`src/rtl/intersection_ctrl.sv`:
```
// intersection_ctrl
// Two-street intersection controller built around one timed phase machine.
// The main street rests on green; cross-street car and pedestrian calls are
// latched and served once the minimum main green has run, while an emergency
// request skips that minimum and holds the cross street green for as long as
// it stays asserted. Every duration is counted in prescaled ticks.
//
// Ports
//   clk          system clock, rising edge
//   reset        asynchronous, active-high
//   car_sensor   cross-street car present (level)
//   ped_sensor   pedestrian button (pulse or level)
//   emer_signal  emergency pre-emption request (level, never latched)
//   R1/Y1/G1     main-street lamps
//   R2/Y2/G2     cross-street lamps
//   walk         pedestrian walk lamp
//   phase        current state code (0..5)
module intersection_ctrl #(
  parameter int TICK_DIV   = 1,
  parameter int CNT_W      = 8,
  parameter int T_MIN_MAIN = 8,
  parameter int T_YELLOW   = 3,
  parameter int T_ALL_RED  = 1,
  parameter int T_CROSS    = 6,
  parameter int T_PED      = 10
) (
  input  logic       clk,
  input  logic       reset,
  input  logic       car_sensor,
  input  logic       ped_sensor,
  input  logic       emer_signal,
  output logic       R1,
  output logic       Y1,
  output logic       G1,
  output logic       R2,
  output logic       Y2,
  output logic       G2,
  output logic       walk,
  output logic [2:0] phase
);

  typedef enum logic [2:0] {
    MAIN_GREEN   = 3'd0,
    MAIN_YELLOW  = 3'd1,
    ALL_RED_A    = 3'd2,
    CROSS_GREEN  = 3'd3,
    CROSS_YELLOW = 3'd4,
    ALL_RED_B    = 3'd5
  } state_t;

  localparam logic [CNT_W-1:0] TickLast  = CNT_W'(TICK_DIV - 1);
  localparam logic [CNT_W-1:0] DurMin    = CNT_W'(T_MIN_MAIN);
  localparam logic [CNT_W-1:0] DurYellow = CNT_W'(T_YELLOW);
  localparam logic [CNT_W-1:0] DurAllRed = CNT_W'(T_ALL_RED);
  localparam logic [CNT_W-1:0] DurCross  = CNT_W'(T_CROSS);
  localparam logic [CNT_W-1:0] DurPed    = CNT_W'(T_PED);

  state_t           state_q, state_d;
  logic [CNT_W-1:0] prescale_q, prescale_d;
  logic [CNT_W-1:0] timer_q, timer_d;
  logic             carReq_q, carReq_d;
  logic             pedReq_q, pedReq_d;
  logic             servePed_q, servePed_d;
  logic             tick;
  logic             stateChange;
  logic             enterCross;
  logic             anyCall;

  // A duration of D ticks is complete either once D ticks have already been
  // counted, or on the edge where the D-th tick lands. Checking the landing
  // tick lets the state leave on exactly the D*TICK_DIV-th edge after entry.
  function automatic logic phaseDone(input logic [CNT_W-1:0] t,
                                     input logic             tk,
                                     input logic [CNT_W-1:0] dur);
    if (tk) begin
      return t >= (dur - CNT_W'(1));
    end
    return t >= dur;
  endfunction

  assign tick    = (prescale_q == TickLast);
  assign anyCall = carReq_q | pedReq_q | car_sensor | ped_sensor;

  // Next-state logic. Emergency only matters in MAIN_GREEN (immediate exit)
  // and CROSS_GREEN (hold); the clearance states always run their full time.
  // Unused codes fall back to MAIN_GREEN.
  always_comb begin
    state_d = state_q;
    case (state_q)
      MAIN_GREEN: begin
        if (emer_signal || (phaseDone(timer_q, tick, DurMin) && anyCall)) begin
          state_d = MAIN_YELLOW;
        end
      end
      MAIN_YELLOW: begin
        if (phaseDone(timer_q, tick, DurYellow)) begin
          state_d = ALL_RED_A;
        end
      end
      ALL_RED_A: begin
        if (phaseDone(timer_q, tick, DurAllRed)) begin
          state_d = CROSS_GREEN;
        end
      end
      CROSS_GREEN: begin
        if (!emer_signal &&
            phaseDone(timer_q, tick, servePed_q ? DurPed : DurCross)) begin
          state_d = CROSS_YELLOW;
        end
      end
      CROSS_YELLOW: begin
        if (phaseDone(timer_q, tick, DurYellow)) begin
          state_d = ALL_RED_B;
        end
      end
      ALL_RED_B: begin
        if (phaseDone(timer_q, tick, DurAllRed)) begin
          state_d = MAIN_GREEN;
        end
      end
      default: state_d = MAIN_GREEN;
    endcase
  end

  // Timing and request bookkeeping. Prescaler and phase timer restart on
  // every state entry. Entering CROSS_GREEN consumes all pending calls,
  // including a sensor that is high on that very edge, and decides whether
  // this service is a pedestrian one.
  always_comb begin
    stateChange = (state_d != state_q);
    enterCross  = stateChange && (state_d == CROSS_GREEN);

    prescale_d = prescale_q + CNT_W'(1);
    if (stateChange || tick) begin
      prescale_d = '0;
    end

    timer_d = timer_q;
    if (stateChange) begin
      timer_d = '0;
    end else if (tick && (timer_q != '1)) begin
      timer_d = timer_q + CNT_W'(1);
    end

    carReq_d   = carReq_q | car_sensor;
    pedReq_d   = pedReq_q | ped_sensor;
    servePed_d = servePed_q;
    if (enterCross) begin
      carReq_d   = 1'b0;
      pedReq_d   = 1'b0;
      servePed_d = pedReq_q | ped_sensor;
    end
  end

  // State, timer and request registers.
  always_ff @(posedge clk or posedge reset) begin
    if (reset) begin
      state_q    <= MAIN_GREEN;
      prescale_q <= '0;
      timer_q    <= '0;
      carReq_q   <= 1'b0;
      pedReq_q   <= 1'b0;
      servePed_q <= 1'b0;
    end else begin
      state_q    <= state_d;
      prescale_q <= prescale_d;
      timer_q    <= timer_d;
      carReq_q   <= carReq_d;
      pedReq_q   <= pedReq_d;
      servePed_q <= servePed_d;
    end
  end

  // Lamp decode from the state register alone, so each head always shows
  // exactly one lamp. Walk is the one output that also looks at the live
  // emergency level so it drops the moment pre-emption starts.
  always_comb begin
    G1    = (state_q == MAIN_GREEN);
    Y1    = (state_q == MAIN_YELLOW);
    R1    = !(G1 || Y1);
    G2    = (state_q == CROSS_GREEN);
    Y2    = (state_q == CROSS_YELLOW);
    R2    = !(G2 || Y2);
    walk  = (state_q == CROSS_GREEN) && servePed_q && !emer_signal;
    phase = state_q;
  end

endmodule

```
`config.mk`:
```
export PLATFORM = sky130hd
export DESIGN_NAME = intersection_ctrl
export DESIGN_NICKNAME = d
export VERILOG_FILES = /design/src/rtl/intersection_ctrl.sv
export SDC_FILE = /design/constraint.sdc
export NUM_CORES = 1
export LEC_CHECK = 0
export ABC_AREA = 1
export CAP_MARGIN = 20
export CORE_ASPECT_RATIO = 2
export CORE_MARGIN = 5
export CORE_UTILIZATION = 50
export DETAILED_ROUTE_END_ITERATION = 10
export HOLD_SLACK_MARGIN = 0.05
export PLACE_DENSITY = 0.69
export SYNTH_ARGS = -nofsm -noshare
export SYNTH_HDL_FRONTEND = slang
export SYNTH_SLANG_ARGS = --single-unit
```
`constraint.sdc`:
```
create_clock -name clk -period 3.5 [get_ports clk]
set_input_delay 0.7 -clock clk [delete_from_list [all_inputs] [get_ports clk]]
set_output_delay 0.7 -clock clk [all_outputs]
set_load 0.03 [all_outputs]
```
# Yosys cells after proc, flatten, opt, wreduce, memory -nomap -nowiden

Cells that the tools add are included.
Widths: inputs -> output; s select.

Register bits after elaboration: 22
Input port bits: 5
Output and inout bits: 10
Word-level logic and storage cells: 82

Mux-type cells: 36
Bitwise operators: 5
Reduce and logical (&&, ||, !) cells: 16
Equal/unequal tests: 8
$lt $le $gt $ge: 8
$add $sub $neg: 3

Operator list:

| kind                | number |
|---|---|
| $mux 1              | 25 |
| $mux 8              | 3 |
| $mux 3              | 6 |
| $pmux 3 s6          | 1 |
| $add 8x1->8 const B | 2 |
| $ge 8x1->1 const B  | 2 |
| $ge 8x2->1 const B  | 2 |
| $eq 3x2->1 const B  | 3 |
| $ge 8x3->1 const B  | 1 |
| $ge 8x4->1          | 1 |
| $ge 8x4->1 const B  | 1 |
| $ge 8x8->1          | 1 |
| $logic_not 8->1     | 1 |
| $ne 8x8->1 const B  | 1 |
| $eq 3x3->1 const B  | 2 |
| $logic_and 1x1->1   | 6 |
| $or 1x1->1          | 5 |
| $sub 4x1->5 const B | 1 |
| $logic_or 1x1->1    | 4 |
| $mux 4              | 1 |
| $eq 3x1->1 const B  | 1 |
| $logic_not 1->1     | 3 |
| $logic_not 3->1     | 1 |
| $ne 3x3->1          | 1 |
| $reduce_bool 2->1   | 1 |

# Depth between registers and ports, before layout

Depth after elaboration: 12
Mapped depth: 16
Depth with buffers taken out: 16

# Worst setup path after synthesis

OpenSTA, ideal clock, no wires.

Path kind: register to output
From: reg state_q[1], in the netlist phase[1]
To: out walk
Buffers on the path: 0
Stages on the path, launching flop included: 5
Arrival: 2,014 ps
Slack: 786 ps
Path through: dfrtp_1 > inv_2 > nor3_2 > inv_1 > nor3_1

Word-level cells in the longest chain between the ends: 3

RTL lines:

| element                        | RTL line | RTL |
|---|---|---|
| from (decl)                    | 58       | `state_t state_q, state_d;` |
| from (signal assigned)         | 165      | `state_q <= state_d;` |
| $eq 3x2->1                     | n/a      |  |
| via G2                         | 37       | `output logic G2,` |
| $logic_and 1x1->1 (2 in a row) | 184      | `walk = (state_q == CROSS_GREEN) && servePed_q && !emer_signal;` |
| to (decl)                      | 38       | `output logic walk,` |

The timed path passes the listed nets, and every way through them passes these cells.

# Final worst setup path

From: reg state_q[1], in the netlist phase[1]
To: out walk

Word-level cells in the longest chain between the ends: 3

RTL lines:

| element                        | RTL line |
|---|---|
| $eq 3x2->1                     | 184 |
| $logic_and 1x1->1 (2 in a row) | 184 |

Every way passes these cells.

==> results.txt <==
----------------------------------------------------
[Run status]
  Outcome ... completed

[STA]
  Total Negative Setup Slacks ... 0 ps
  Clock period minus worst slack ... 2740 ps
  Transition time at the pin with the least slew margin ... 824 ps
  Hold Violations, Final ... 0
  Skew final ... 2.14 ps
  Headroom to the max-slew limit ... 45.0%
  Total count of max-transition violations in the final report ... 0
  Fmax ... 365 MHz
  Final setup violation count ... 0
  Fin crit share ... 78.3%
  Unrepaired setup endpoints after global routing ... no

[Routing]
  Met2 layer wire length in the routed design ... 1640 µm
  Via density ... 5.21
  Routed wire length on met3 ... 91 µm
  Final ANT Viol Nets ... 0
  Routed via count ... 1235
  Residual DRC ... 0
  Routed wire per std cell ... 12.4 µm
  WL final ... 2950 µm
  Highest signal layer in the routed design ... met4
  Starting DRT DRC Count ... 30
  Met1 routed wirelength after detailed routing ... 1100 µm
  First-pass detailed-route iteration total ... 4

[Clock tree]
  Library cell used as clock root buffer ... clkbuf_8
  Number of CTS-inserted buffers ... 3
  Buffers from clock root to sink, at most ... 2
  Clock-pin slew on the worst setup and hold paths ... 80 ps
  Depth of the CTS H-tree ... 1
  Sink Count ... 22
  Setup Buffers After CTS ... 0
  Number of instances resized during post-cts repair ... 0
  CTS tree ... yes
  Number of hold buffers added after CTS ... 0
  Insertion delay to the later sink of the worst-skew pair ... 260 ps

[Logic synthesis]
  Post-synth EDFFs ... 0
  Portion of the post-synthesis area used by sequential elements ... 38.6%
  Most numerous cell in the Yosys netlist ... nand2_1
  Primary FF master, synth ... dfrtp_1
  Yosys top cell area share ... 38.6%
  Total nets after synthesis ... 202
  Number of distinct standard cells referenced by the synthesized netlist ... 24
  Synth top cells by count ... nand2_1 (33), nor2_1 (31), inv_1 (24)
  Async set or reset register ratio after synthesis ... 100%
  Post-synthesis instance area ... 1430 µm²
  Number of synthesized register bits ... 22
  Cell types occupying the most area after synthesis ... dfrtp_1 (39%), nand2_1 (8.7%), nor2_1 (8.2%)
  Mean Syn Cell Area ... 7.51 µm²
  Synth warnings ... 0
  Post-synthesis cell type with the largest combined area ... dfrtp_1
  Gate Count Post-Synth ... 190

[Place]
  DP HPWL ... 2310 µm
  Count of port buffers added during placement ... 14
  Placed inst area ... 1600 µm²
  Global placer's final weighted congestion ... 0.826

[Floorplan]
  Initial Util ... 51.5%
  Core Box Area ... 2770 µm²
  Die ar. ... 4090 µm²
  Die Span Y ... 85.6 µm
  Number of placed I/O pins ... 15
  Core Rows ... 27
  Width of the die ... 47.8 µm

[Worst setup path]
  Critical Path End Type ... output port
  Worst endpoint data arrival time ... 2040 ps
  Largest stage delay, worst path ... 690 ps
  Cell with the largest stage delay on the worst path ... clkdlybuf4s50_1
  Buf+Inv Stages, Crit Path ... 3
  Crit path kind ... reg -> out
  Family of cells with the greatest summed delay on the critical path ... buffers and inverters
  Top fanout value on the critical path ... 6
  Launching element type of the critical path ... flop
  Required time at the worst-slack endpoint ... 2800 ps
  List of cells traversed by the critical path ... inv_2 -> nor3_2 -> inv_1 -> nor3_1 -> clkdlybuf4s50_1

[Finish]
  Number of fillers in the final layout ... 262
  Area of all placed cells without fillers ... 1660 µm²
  Total inserted antenna cells ... 0
  Number of nets in the finished design ... 221
  Share of final-layout standard cells stronger than drive strength 1 ... 17.8%
  Area Growth Syn to Fin ... 16.2%

[Global route]
  Number of global-route vias before repair ... 1277
  Antenna violations before repair ... 0
  GRT Total Usage ... 16.8%
  Remaining global-route overflow ... 0
  Pin count of the biggest net entering global routing ... 23
  Wire length of the first global-routing pass ... 5090 µm

[Flow run]
  Max-capacitance violation count ... 0

[Power]
  Maximum vdd ir drop ... 0.362 mV
  P per Cell Area ... 642 nW/µm²
  Leakage power of the design ... 0.808 nW

[Worst hold path]
  Hold crit path type ... reg -> reg

----------------------------------------------------
routing by layer:
layer  track usage (%)  vias up
li1                  -      618
met1              17.0      579
met2              30.6       30
met3              1.89        8
met4              8.33        0
met5                 0        -
report_power, final:
| part | switching [mW] | internal [mW] | total, mW |
|---|---|---|---|
| logic | 0.358 | 0.190 | 0.549 |
| clock network | 0.0814 | 0.100 | 0.182 |
| registers | 0.0395 | 0.295 | 0.334 |
cell type report:
type / count / area [µm²] / share of cell area [%]
multi-input cells: 135 / 753 / 45.4
flip-flops and latches: 22 / 551 / 33.2
repair buffers: 14 / 140 / 8.45
inverters: 33 / 124 / 7.47
clock buffers: 4 / 55.1 / 3.32
well taps: 29 / 36.3 / 2.19
cells in the final DEF (no fill, tap or decap), drive strengths merged:
master / n
nor2: 43
nand2: 40
inv: 33
dfrtp: 22
clkdlybuf4s50: 14
nand3: 12
xor2: 9
nor3: 8
ha: 7
o21ai: 7
clkbuf: 4
a21oi: 4
a21o: 1
o211ai: 1
and3: 1
or2: 1
xnor2: 1
cells by family (layout without fill, tap and decap cells):
group / Yosys count / after routing / synth area share (%)
DFF: 22 / 22 / 38.6
buffers and inverters: 33 / 51 / 8.68
AOI/OAI and AO/OA: 13 / 13 / 5.17
xor gates and xnor gates: 10 / 10 / 6.14
and+or+nand+nor: 105 / 105 / 35.3
adders and majority gates: 7 / 7 / 6.13
path summary, 6_finish.rpt:
| check | to | cells after the start | startpoint | slack [ps] |
|---|---|---|---|---|
| worst max-delay path | walk | 5 | phase[1] | 760 |
| worst min-delay path | prescale_q[0] | 1 | prescale_q[0] | 480 |
| worst max register to register | prescale_q[6] | 14 | timer_q[1] | 1480 |
| worst min register to register | prescale_q[0] | 1 | prescale_q[0] | 480 |
| max in group asynchronous | prescale_q[0] | 2 | reset | 2090 |
| min in group asynchronous | pedReq_q | 2 | reset | 890 |
metrics by stage:
stage	std cells	worst slack (ps)	utilization [%]	total power, mW	hold WS, ps
after global routing	237	606	59.9	1.14	495
after CTS	237	743	59.9	1.07	483
final	237	758	59.9	1.06	477
after floorplan	190	786	-	0.720	442
after global placement	233	816	57.9	0.869	458
after detailed placement	233	819	57.9	0.885	467
sequential cells by signal, summed over array words and instances, names as in the netlist:
signal	flops
pedReq_q	1
prescale_q	8
timer_q	8
phase	3
servePed_q	1
carReq_q	1
Note: power is estimated with default switching activity, not from simulation.
